### src/rtl/cpu6502_timer_responder.sv
// Memory-mapped 16-bit interval timer for a 6502 external bus.
// Eight-byte register window at BASE_ADDR: control, status, reload value,
// a coherent count read (low byte snapshots the high byte), and an 8-bit
// prescaler. Raises an active-low level interrupt on expiry.
//
// Ports:
//   clock       system clock, all state updates on the rising edge
//   nReset      synchronous active-low reset
//   enable      clock enable shared with the CPU; all state holds when low
//   address     CPU address bus
//   writeData   CPU data-out bus
//   writeEnable CPU write strobe (1 = write, 0 = read)
//   readData    registered read data for the CPU data-in mux
//   selected    combinational window decode, steers the data-in mux
//   nIRQ        registered active-low interrupt
module cpu6502_timer_responder #(
  parameter logic [15:0] BASE_ADDR = 16'hD000
) (
  input  logic        clock,
  input  logic        nReset,
  input  logic        enable,
  input  logic [15:0] address,
  input  logic [7:0]  writeData,
  input  logic        writeEnable,
  output logic [7:0]  readData,
  output logic        selected,
  output logic        nIRQ
);

  localparam int unsigned DataW  = 8;
  localparam int unsigned CountW = 16;
  localparam int unsigned OffW   = 3;
  localparam int unsigned PageW  = 16 - OffW;

  localparam logic [PageW-1:0] BasePage = BASE_ADDR[15:OffW];

  localparam logic [OffW-1:0] OffCtrl     = 3'd0;
  localparam logic [OffW-1:0] OffStatus   = 3'd1;
  localparam logic [OffW-1:0] OffReloadL  = 3'd2;
  localparam logic [OffW-1:0] OffReloadH  = 3'd3;
  localparam logic [OffW-1:0] OffCountL   = 3'd4;
  localparam logic [OffW-1:0] OffCountH   = 3'd5;
  localparam logic [OffW-1:0] OffPrescale = 3'd6;

  // Architectural state
  logic              run, oneShot, irqEn, expired;
  logic [CountW-1:0] reload, count;
  logic [DataW-1:0]  prescale, ps, snap;

  // Next-state values
  logic              runNext, oneShotNext, irqEnNext, expiredNext;
  logic [CountW-1:0] reloadNext, countNext;
  logic [DataW-1:0]  prescaleNext, psNext, snapNext, readDataNext;

  logic [OffW-1:0] offset;
  logic            busWrite, busRead, ctrlWrite, loadCount, tick, expiry;

  assign selected = (address[15:OffW] == BasePage);
  assign offset   = address[OffW-1:0];

  // Bus decode, prescaler, counter and register next-state
  always_comb begin
    runNext      = run;
    oneShotNext  = oneShot;
    irqEnNext    = irqEn;
    expiredNext  = expired;
    reloadNext   = reload;
    countNext    = count;
    prescaleNext = prescale;
    psNext       = ps;
    snapNext     = snap;
    readDataNext = readData;

    busWrite  = selected && writeEnable;
    busRead   = selected && !writeEnable;
    ctrlWrite = busWrite && (offset == OffCtrl);
    loadCount = busWrite && (offset == OffCountH);
    tick      = run && (ps == prescale);
    // A COUNT_H load swallows a coincident tick entirely
    expiry    = tick && (count == '0) && !loadCount;

    // Prescaler
    if (loadCount || !run || tick) begin
      psNext = '0;
    end else begin
      psNext = DataW'(ps + DataW'(1));
    end

    // Counter
    if (loadCount) begin
      countNext = reload;
    end else if (tick) begin
      if (count != '0) begin
        countNext = CountW'(count - CountW'(1));
      end else if (!oneShot) begin
        countNext = reload;
      end
    end

    // Register writes
    if (busWrite) begin
      case (offset)
        OffCtrl: begin
          runNext     = writeData[0];
          oneShotNext = writeData[1];
          irqEnNext   = writeData[2];
        end
        OffStatus: begin
          if (writeData[0]) begin
            expiredNext = 1'b0;
          end
        end
        OffReloadL:  reloadNext[7:0]  = writeData;
        OffReloadH:  reloadNext[15:8] = writeData;
        OffCountH:   expiredNext      = 1'b0;
        OffPrescale: prescaleNext     = writeData;
        default: ;
      endcase
    end

    // Expiry overrides a status clear; an explicit CTRL write overrides the
    // one-shot auto-stop
    if (expiry) begin
      expiredNext = 1'b1;
      if (oneShot && !ctrlWrite) begin
        runNext = 1'b0;
      end
    end

    // Register reads; only COUNT_L has a side effect (high-byte snapshot)
    if (busRead) begin
      case (offset)
        OffCtrl:     readDataNext = {5'b0, irqEn, oneShot, run};
        OffStatus:   readDataNext = {run, 6'b0, expired};
        OffReloadL:  readDataNext = reload[7:0];
        OffReloadH:  readDataNext = reload[15:8];
        OffCountL: begin
          readDataNext = count[7:0];
          snapNext     = count[15:8];
        end
        OffCountH:   readDataNext = snap;
        OffPrescale: readDataNext = prescale;
        default:     readDataNext = '0;
      endcase
    end
  end

  // State registers; enable gates everything except reset and nIRQ, which
  // simply follows the held flags
  always_ff @(posedge clock) begin
    if (!nReset) begin
      run      <= 1'b0;
      oneShot  <= 1'b0;
      irqEn    <= 1'b0;
      expired  <= 1'b0;
      reload   <= '0;
      count    <= '0;
      prescale <= '0;
      ps       <= '0;
      snap     <= '0;
      readData <= '0;
      nIRQ     <= 1'b1;
    end else begin
      if (enable) begin
        run      <= runNext;
        oneShot  <= oneShotNext;
        irqEn    <= irqEnNext;
        expired  <= expiredNext;
        reload   <= reloadNext;
        count    <= countNext;
        prescale <= prescaleNext;
        ps       <= psNext;
        snap     <= snapNext;
        readData <= readDataNext;
      end
      nIRQ <= !(expired && irqEn);
    end
  end

endmodule

### config.mk
export PLATFORM = sky130hd
export DESIGN_NAME = cpu6502_timer_responder
export DESIGN_NICKNAME = d
export VERILOG_FILES = /design/src/rtl/cpu6502_timer_responder.sv
export SDC_FILE = /design/constraint.sdc
export NUM_CORES = 1
export LEC_CHECK = 0
export ABC_AREA = 1
export CAP_MARGIN = 15
export CELL_PAD_IN_SITES_DETAIL_PLACEMENT = 1
export CELL_PAD_IN_SITES_GLOBAL_PLACEMENT = 2
export CORE_MARGIN = 8
export CORE_UTILIZATION = 30
export DETAILED_ROUTE_END_ITERATION = 16
export GPL_TIMING_DRIVEN = 0
export PLACE_DENSITY_LB_ADDON = 0.1
export SLEW_MARGIN = 20
export SYNTH_ARGS = -nofsm -noshare
export SYNTH_HDL_FRONTEND = slang
export SYNTH_SLANG_ARGS = --single-unit
### constraint.sdc
create_clock -name clock -period 2.1 [get_ports clock]
set_input_delay 0.42 -clock clock [delete_from_list [all_inputs] [get_ports clock]]
set_output_delay 0.42 -clock clock [all_outputs]
set_load 0.005 [all_outputs]
== After elaboration in Yosys (flattened, before gate mapping) ==
Cells that the tools add are included.

* Input bits: 28
* Output and inout bits: 10
* Word-level logic and storage cells: 68
* Register bits after elaboration: 69

* Mux-type cells: 14
* Equal/unequal tests: 10
* Add/sub/neg operators: 2
* Reductions and logical operators: 30

{| class="wikitable"
|+ Operators with widths
! cell !! number
|-
| two-way mux 16 bit || 4
|-
| one-hot mux 8 bit (7 select lines) || 1
|-
| AND reduction 3 bit || 6
|-
| zero test 16 bit || 1
|-
| nonzero test 16 bit || 1
|-
| subtractor 16 x 1 -> 16 bit, second input constant || 1
|-
| equality test 13 bit, second input constant || 1
|-
| equality test 3 bit, second input constant || 3
|-
| logical AND 1 bit || 9
|-
| adder 8 x 1 -> 8 bit, second input constant || 1
|-
| equality test 8 bit || 1
|-
| two-way mux 8 bit || 1
|-
| two-way mux 1 bit || 7
|-
| equality test 3 x 2 -> 1 bit, second input constant || 2
|-
| zero test 1 bit || 5
|-
| AND reduction 4 bit || 1
|-
| nonzero test 2 bit || 2
|-
| equality test 3 x 1 -> 1 bit, second input constant || 1
|-
| zero test 3 bit || 1
|-
| inequality test 3 x 1 -> 1 bit, second input constant || 1
|-
| inequality test 3 bit, second input constant || 1
|-
| nonzero test 3 bit || 1
|-
| logical OR 1 bit || 2
|-
| one-hot mux 1 bit (2 select lines) || 1
|-
| AND reduction 2 bit || 1
|}

== Depth between registers and ports, before layout ==
* Depth after elaboration: 7
* Gate-level depth with buffers: 13
* Mapped depth without buffers: 12

== Worst setup path after synthesis ==
No wires, ideal clock.

* Kind: input-to-reg
* From: input address[4]
* To: register snap[6]
* Data arrival time: 1.447 ns
* Data required time: 2.030 ns
* Library setup time: 0.070 ns
* Cell stages on the path: 9
* Path buffers: 1
* Slack: 0.583 ns
* Cells stage by stage: nor2_2 -> inv_2 -> nor2_1 -> and2_2 -> nand2_4 -> nor2_4 -> buf_6 -> o21ai_0 -> a21oi_1

* Word-level cells in the longest chain between the ends: 3

{| class="wikitable"
|+ Ends and longest elaborated chain
! what !! line !! RTL
|-
| from (decl) || 22 || <nowiki>input logic [15:0] address,</nowiki>
|-
| equality test 13 bit || 58 || <nowiki>assign selected = (address[15:OffW] == BasePage);</nowiki>
|-
| net selected || 26 || <nowiki>output logic selected,</nowiki>
|-
| logical AND 1 bit || 75 || <nowiki>busRead = selected && !writeEnable;</nowiki>
|-
| AND reduction 3 bit (no source line) || - ||
|-
| to (signal assigned) || 173 || <nowiki>snap <= snapNext;</nowiki>
|-
| to (decl) || 48 || <nowiki>logic [DataW-1:0] prescale, ps, snap;</nowiki>
|}

The timed path passes the listed nets, and every way through them passes these cells.
A chain may end at the register's enable or synchronous reset.

== Worst setup path after layout ==
* From: input address[1]
* To: register count[12]

* Word-level cells in the longest chain between the ends: 4

{| class="wikitable"
|+ Ends and longest elaborated chain
! what !! line !! RTL
|-
| equality test 3 bit (*) || 77 || <nowiki>loadCount = busWrite && (offset == OffCountH);</nowiki>
|-
| logical AND 1 bit (*) || 77 ||
|-
| inequality test 3 x 1 -> 1 bit (no source line) or nonzero test 2 bit (tied branches) || - ||
|-
| AND reduction 3 bit (no source line) || - ||
|-
| to (signal assigned) || 170 || <nowiki>count <= countNext;</nowiki>
|-
| to (decl) || 47 || <nowiki>logic [CountW-1:0] reload, count;</nowiki>
|}

Every way passes the cells marked *; elsewhere a longest branch is shown, timed or not.

==> flow_metrics.py <==
metrics = {
    "final_layout": {
        "nets": 698,
        "drive_gt1_share_pct": 9.23,
        "seq_area_um2": 1380,
        "diodes": 0,
        "fillers": 1730,
        "multi_input_area_um2": 2200,
        "design_area_um2": 4880,
        "syn_to_final_growth_pct": 24.3,
    },
    "min_path": {
        "min_path_type": "register to register",
    },
    "clock_tree": {
        "cts_sinks": 69,
        "numCtsBuffers": 9,
        "clk_path_buf_depth": 2,
        "hold_buffers": 0,
        "clk_pin_slew_worst_paths_ns": 0.06,
        "h-tree-depth": 3,
        "clockRootBuffer": "clkbuf_16",
        "cts_tree": "yes",
        "clock_latency_ns": 0.35,
    },
    "global_route": {
        "track_usage_pct": 18.6,
        "grt_max_degree": 13,
        "grt_pass1_wl_mm": 23.7,
        "gr-total-overflow": 0,
        "grt_pass1_vias": 4387,
        "antenna_found_initial": 0,
    },
    "timing": {
        "whs_ns": 0.463,
        "worst_slew_pin_slew_ns": 0.605,
        "maxSlewHeadroom_pct": 59.7,
        "drv_slew": 0,
        "post-route-period-util_pct": 94.1,
        "fin_ws_ns": 0.125,
        "hold_violations": 0,
        "layout_min_cycle_time_ns": 1.98,
        "finalSetupViolCount": 0,
        "finalClockSkew_ns": 0.0108,
        "max_freq_ghz": 0.506,
    },
    "setup_path": {
        "worst-path-buf-inv": 4,
        "crit_fanout": 10,
        "slowest_stage": "clkdlybuf4s50_1",
        "crit_required_ns": 2.33,
        "crit_family": "buffers and inverters",
        "cp_cell_sequence": "clkdlybuf4s50_1 > inv_2 > nand2_1 > nor2_4 > buf_6 > nand4_4 > nand2_1 > nand3_2 > buf_4 > nor2_1 > nor2_1",
        "worstSetupEndpointType": "register",
        "arrival_ns": 2.21,
        "crit_type": "primary input to register",
        "worst_setup_path_start_kind": "primary input",
        "slowest_delay_ns": 0.51,
    },
    "die": {
        "dieHeight_um": 130,
        "num_io_pins": 38,
        "fp.dieArea_um2": 17000,
        "die-width_um": 130,
        "rows": 42,
        "start_util_pct": 30.2,
        "coreArea_um2": 13000,
    },
    "job": {
        "cap_violations": 0,
    },
    "place": {
        "gp_congestion": 0.907,
        "placed_area_um2": 4510,
        "numPortBuffers": 36,
        "place_ws_ns": -0.327,
        "hpwlAfterDp_mm": 11.8,
    },
    "yosys": {
        "synth.cell_area_um2": 3930,
        "synth-main-ff-cell": "dfxtp_1",
        "synth_seq_area_share_pct": 35.1,
        "ys_ff_latch": 69,
        "syn_inst": 618,
        "synth_area_per_cell_um2": 6.36,
        "synth_async_sr_flop_share_pct": 0,
        "yosysUniqueCellTypes": 38,
        "synth-edff-count": 0,
        "syn-num-nets": 649,
        "yosys_warnings": 0,
    },
    "route": {
        "drc_errors": 0,
        "via_per_inst": 4.87,
        "drtPass1Iterations": 4,
        "wl_per_cell_um": 17.5,
        "via_count": 4130,
        "antenna_left": 0,
        "drtIter0Drc": 173,
        "postRouteWirelength_mm": 14.8,
    },
    "pwr": {
        "leakagePower_uw": 0.00222,
        "powerDensity_nw_per_um2": 629,
        "peakVddDrop_uv": 375,
    },
    "status": {
        "status": "finished clean",
    },
}
## layer usage
| metal | up-vias | routed length (um) | share of wire [%] | track usage, % |
|---|---|---|---|---|
| li1 | 2069 | - | - | - |
| met1 | 1965 | 6930 | 47 | 23.8 |
| met2 | 73 | 6960 | 47 | 30.6 |
| met3 | 23 | 553 | 3.7 | 2.92 |
| met4 | 0 | 367 | 2.5 | 7.83 |
| met5 | - | 0 | 0 | 0 |
## worst paths after layout
path         slack (ns)                        to                      from  depth (start not counted)
max                0.12    count[12]$_SDFFE_PN0P_                address[1]                         11
min                0.46  readData[1]$_SDFFE_PN0P_  readData[1]$_SDFFE_PN0P_                          2
max reg2reg        0.15    count[12]$_SDFFE_PN0P_     count[0]$_SDFFE_PN0P_                         12
min reg2reg        0.46  readData[1]$_SDFFE_PN0P_  readData[1]$_SDFFE_PN0P_                          2
## state kept, by name, indices dropped and copies added, names as in the netlist
register and cells:
reload 16, ps 8, expired 1, prescale 8, oneShot 1, nIRQ 1, snap 8, irqEn 1
readData 8, count 16, run 1
## synthesized netlist by cell type (6+ instances only)
cell | instances | area, um^2
nand2_1 | 162 | 608
clkbuf_1 | 7 | 26.3
o21ai_1 | 6 | 30.0
buf_6 | 7 | 78.8
inv_1 | 63 | 236
nand3_1 | 29 | 145
o21ai_0 | 52 | 260
nor2_2 | 6 | 37.5
inv_2 | 8 | 30.0
nor2_1 | 101 | 379
nor3_1 | 6 | 30.0
xor2_1 | 13 | 114
a21oi_1 | 49 | 245
dfxtp_1 | 69 | 1380
nand4_1 | 7 | 43.8
## repair_timing
action | in CTS | in global routing
setup buffers | 1 | 1
gates resized for setup | 5 | 20
setup endpoints to repair | 1 | 35
pin swaps | 1 | 3
gates cloned | 0 | 0
## worst register-to-register path, stage by stage (launching register included)
cell,delay (ns)
dfxtp_1,0.37
inv_2,0.11
ha_1,0.21
nand2_1,0.16
nor2_2,0.19
nand2_1,0.13
nor2_1,0.15
nand2_1,0.07
nand2_1,0.12
nand2_1,0.07
o21ai_1,0.14
nor2_1,0.08
nor2_1,0.10
## kinds of logic (layout without fill, tap and decap cells)
kind of cell | count (synthesis) | after routing | synth area share (%)
buf+inv | 90 | 144 | 10.1
simple gates | 323 | 323 | 34.6
xor+xnor | 16 | 16 | 3.56
fa+ha+maj | 3 | 3 | 0.955
compound gates | 117 | 117 | 15.7
flops | 69 | 69 | 35.1
## cells in the final DEF, fill, tap and decap left out, drive strengths merged, types with 19 or more instances in the layout
cell type / n
dfxtp: 69
a21oi: 49
o21ai: 58
nand2: 163
clkdlybuf4s50: 34
nand3: 30
clkbuf: 19
nor2: 109
inv: 71
## metrics by stage
step                power, uW  instances  utilization [%]  setup TNS [ns]
floorplan                1410        618                -               0
global placement         1500        830             34.6          -11.01
detailed placement       1500        830             34.6          -13.49
CTS                      3100        847             37.1               0
global route             3180        848             37.5         -0.0133
finish                   3070        848             37.5               0
## power breakdown
group | internal, uW | switching, uW | total (uW)
Combinational | 64.5 | 100 | 164
Sequential | 1310 | 1.15 | 1310
Clock | 956 | 641 | 1600
## area by class of cell
| cell class | count | area share, % |
|---|---|---|
| plain buffers | 18 | 2.72 |
| clock buffers | 11 | 4.97 |
| clock inverters | 5 | 1.23 |
| inverters | 72 | 5.61 |
| multi-input cells | 459 | 45.1 |
| flip-flops and latches | 69 | 28.3 |
| well taps | 176 | 4.51 |
| repair buffers | 38 | 7.63 |
Power figures use the tool's default switching activity.
==> RTL change: new RTL, config.mk and constraints unchanged <==
The output `nIRQ` loses its register stage (`nIRQ` becomes a continuous assignment). Comments in the files are not updated.
--- a/src/rtl/cpu6502_timer_responder.sv
+++ b/src/rtl/cpu6502_timer_responder.sv
@@ -159,7 +159,6 @@
       ps       <= '0;
       snap     <= '0;
       readData <= '0;
-      nIRQ     <= 1'b1;
     end else begin
       if (enable) begin
         run      <= runNext;
@@ -173,9 +172,10 @@
         snap     <= snapNext;
         readData <= readDataNext;
       end
-      nIRQ <= !(expired && irqEn);
     end
   end
 
+  assign nIRQ = !(expired && irqEn);
+
 endmodule
 
Function: changed (Yosys sat finds a counterexample within 4 cycles, from zero or initial values and one cycle with nReset low).
==> RTL change against the unedited design <==
Final area about the same. Die area down 0.56%. Combinational power shrank 4%. Area after synthesis is 0.64% lower. Wire length fell by 1.0%. Worst setup slack got worse by 0.012 ns. Power rose by 5.2%. Sequential cell count shrank 1. Fmax decreased by 0.62%. Largest cell class unchanged.
==> RTL change: results (changes against the unedited design) <==
Finish
  • Fin cells: 838 (was 848)
  • FILL cells: 1648 (was 1730)
  • Top Registers: count x16, reload x16 (unchanged)
  • Diodes inserted: 0 (unchanged)
  • # nets final: 692 (was 698)
  • Share of cells above drive strength 1: 9.01% (was 9.23%)

Clock tree
  • H-tree depth: 3 (unchanged)
  • Root Buffer Master: clkbuf_16 (unchanged)
  • Post_cts resized: 1 (was 5)
  • Clock Pin Slew Worst Setup and Hold Paths: 0.06 ns (about the same)
  • Worst-Skew Late Latency: roughly 0.34 ns
  • Clock buffers created by TritonCTS: 9 (unchanged)
  • Setup Fix Bufs, Post-CTS: 1 (unchanged)
  • Max clock buf depth: 2 (unchanged)

Place
  • I/O Buffers: 36 (unchanged)
  • Pre-CTS setup slack: -0.298 ns (was -0.327 ns)
  • Placed insts: 816 (was 830)
  • GPL Wtd Cong: 0.839 (was 0.907)
  • Hpwl dp: 11600 um (was 11800 um)
  • Placed cell areas: 4480 sq um (was 4510 sq um)

Synthesis
  • Syn Inst Count: 608 (was 618)
  • Synth Flop Type: dfxtp_1 (unchanged)
  • Post-Syn Nets: 639 (was 649)
  • Synth cell types: 41 (was 38)
  • Seq/Total Area, Yosys: 34.8% (was 35.1%)
  • Post-synthesis async set-or-reset flop share: 0% (unchanged)
  • Ranking of synthesized cells by area: dfxtp_1 35%, nand2_1 15%, nor2_1 9.3% (was dfxtp_1 35%, nand2_1 15%, nor2_1 9.6%)
  • Synth top cells by count: 157 x nand2_1, 97 x nor2_1, 68 x dfxtp_1 (was 162 x nand2_1, 101 x nor2_1, 69 x dfxtp_1)
  • Ys Warns: 0 (unchanged)

Worst setup path
  • Worst r2r src: count[0] (unchanged)
  • Worst flop-to-flop path endpoint: count[11] (was count[12])
  • Reg2Reg Depth: 11 (was 12)
  • Crit path DAT: 1.57 ns (was 2.21 ns)
  • Flop2flop setup slack: 0.14 ns
  • Crit Path Max Fanout: 2 (was 10)

Drt
  • Total Wirelength: 14700 um (was 14800 um)
  • Pre-antenna DRT Iters: 4 (unchanged)
  • DRT iter0 DRCs: 168 (was 173)
  • Via density: 4.83 (was 4.87)
  • Post-route antenna net violation count: 0 (unchanged)

STA
  • Final clock skew: 0.00987 ns (was 0.0108 ns)
  • Slew Limit Fails: 0 (unchanged)
  • Max frequency: 503 MHz (was 506 MHz)
  • Slew HR: 64.3% (was 59.7%)
  • Hold WS: 0.466 ns (was 0.463 ns)

Hold path
  • Min-delay worst type: reg -> reg (unchanged)
  • Hold Crit Depth: 2 (unchanged)
  • Worst Hold End: readData[4] (was readData[1])
  • Worst Min Path Start: readData[4] (was readData[1])

Status
  • Outcome: finished, final reports clean (unchanged)

Global route
  • Vias in the first global route: 4306 (was 4387)
  • Largest net degree at the start of global routing: 13 (unchanged)
  • First-pass GRT wire length: 23100 um (was 23700 um)
  • Initial antenna violation count: 0 (unchanged)
  • GRT Total Usage: 18.2% (was 18.6%)

Power
  • VDD IR max: 405 uV (was 375 uV)
  • Leakage power: 2.23 nW (was 2.22 nW)
==> RTL change: cell type report <==
cell class / count / area (sq um) / area share (%)
plain buffers: 17 / 124 / 2.54
flip-flops and latches: 68 / 1360 / 27.9
clock buffers: 10 / 229 / 4.69
clock inverters: 6 / 111 / 2.28
inverters: 69 / 264 / 5.40
well taps: 172 / 215 / 4.40
repair buffers: 43 / 413 / 8.45
multi-input cells: 453 / 2170 / 44.4
==> RTL change: worst max path at each step <==
stage | startpoint | to | slack, ns | cells past startpoint
2_1_floorplan | address[4] | snap[6] | 0.61 | 9
3_3_place_gp | address[2] | count[11] | -0.32 | 10
3_5_place_dp | address[2] | count[11] | -0.30 | 10
4_1_cts | address[12] | count[11] | 0.002 | 13
5_1_grt | address[12] | count[10] | -0.03 | 12
6_report | address[12] | selected | 0.11 | 7
==> RTL change: kinds of logic after synthesis <==
| group | Yosys count | synth area share [%] |
|---|---|---|
| and+or+nand+nor | 318 | 34.8 |
| AOI/OAI and AO/OA | 116 | 15.6 |
| buffers and inverters | 87 | 10.2 |
| DFF | 68 | 34.8 |
| xor gates and xnor gates | 16 | 3.59 |
| adders and majority gates | 3 | 0.961 |
==> RTL change: routing by layer <==
metal | track usage [%] | share of wire [%] | vias up
li1 | - | - | 2051
met1 | 22.6 | 46 | 1929
met2 | 31.0 | 50 | 55
met3 | 4.00 | 3.1 | 10
met4 | 4.85 | 1.1 | 0
met5 | 0 | 0 | -
==> RTL change: power breakdown <==
group	switching (mW)	internal, mW	leakage [nW]
Sequential	0.00116	1.29	0.548
Combinational	0.0937	0.0628	1.52
Clock	0.620	1.16	0.163
==> RTL change: critical path, stage by stage <==
cell and delay (ns):
clkdlybuf4s50_1 0.45, inv_1 0.05, nor2_2 0.10, nand2_1 0.07, nor2_2 0.11, and2_4 0.15, clkdlybuf4s15_1 0.20
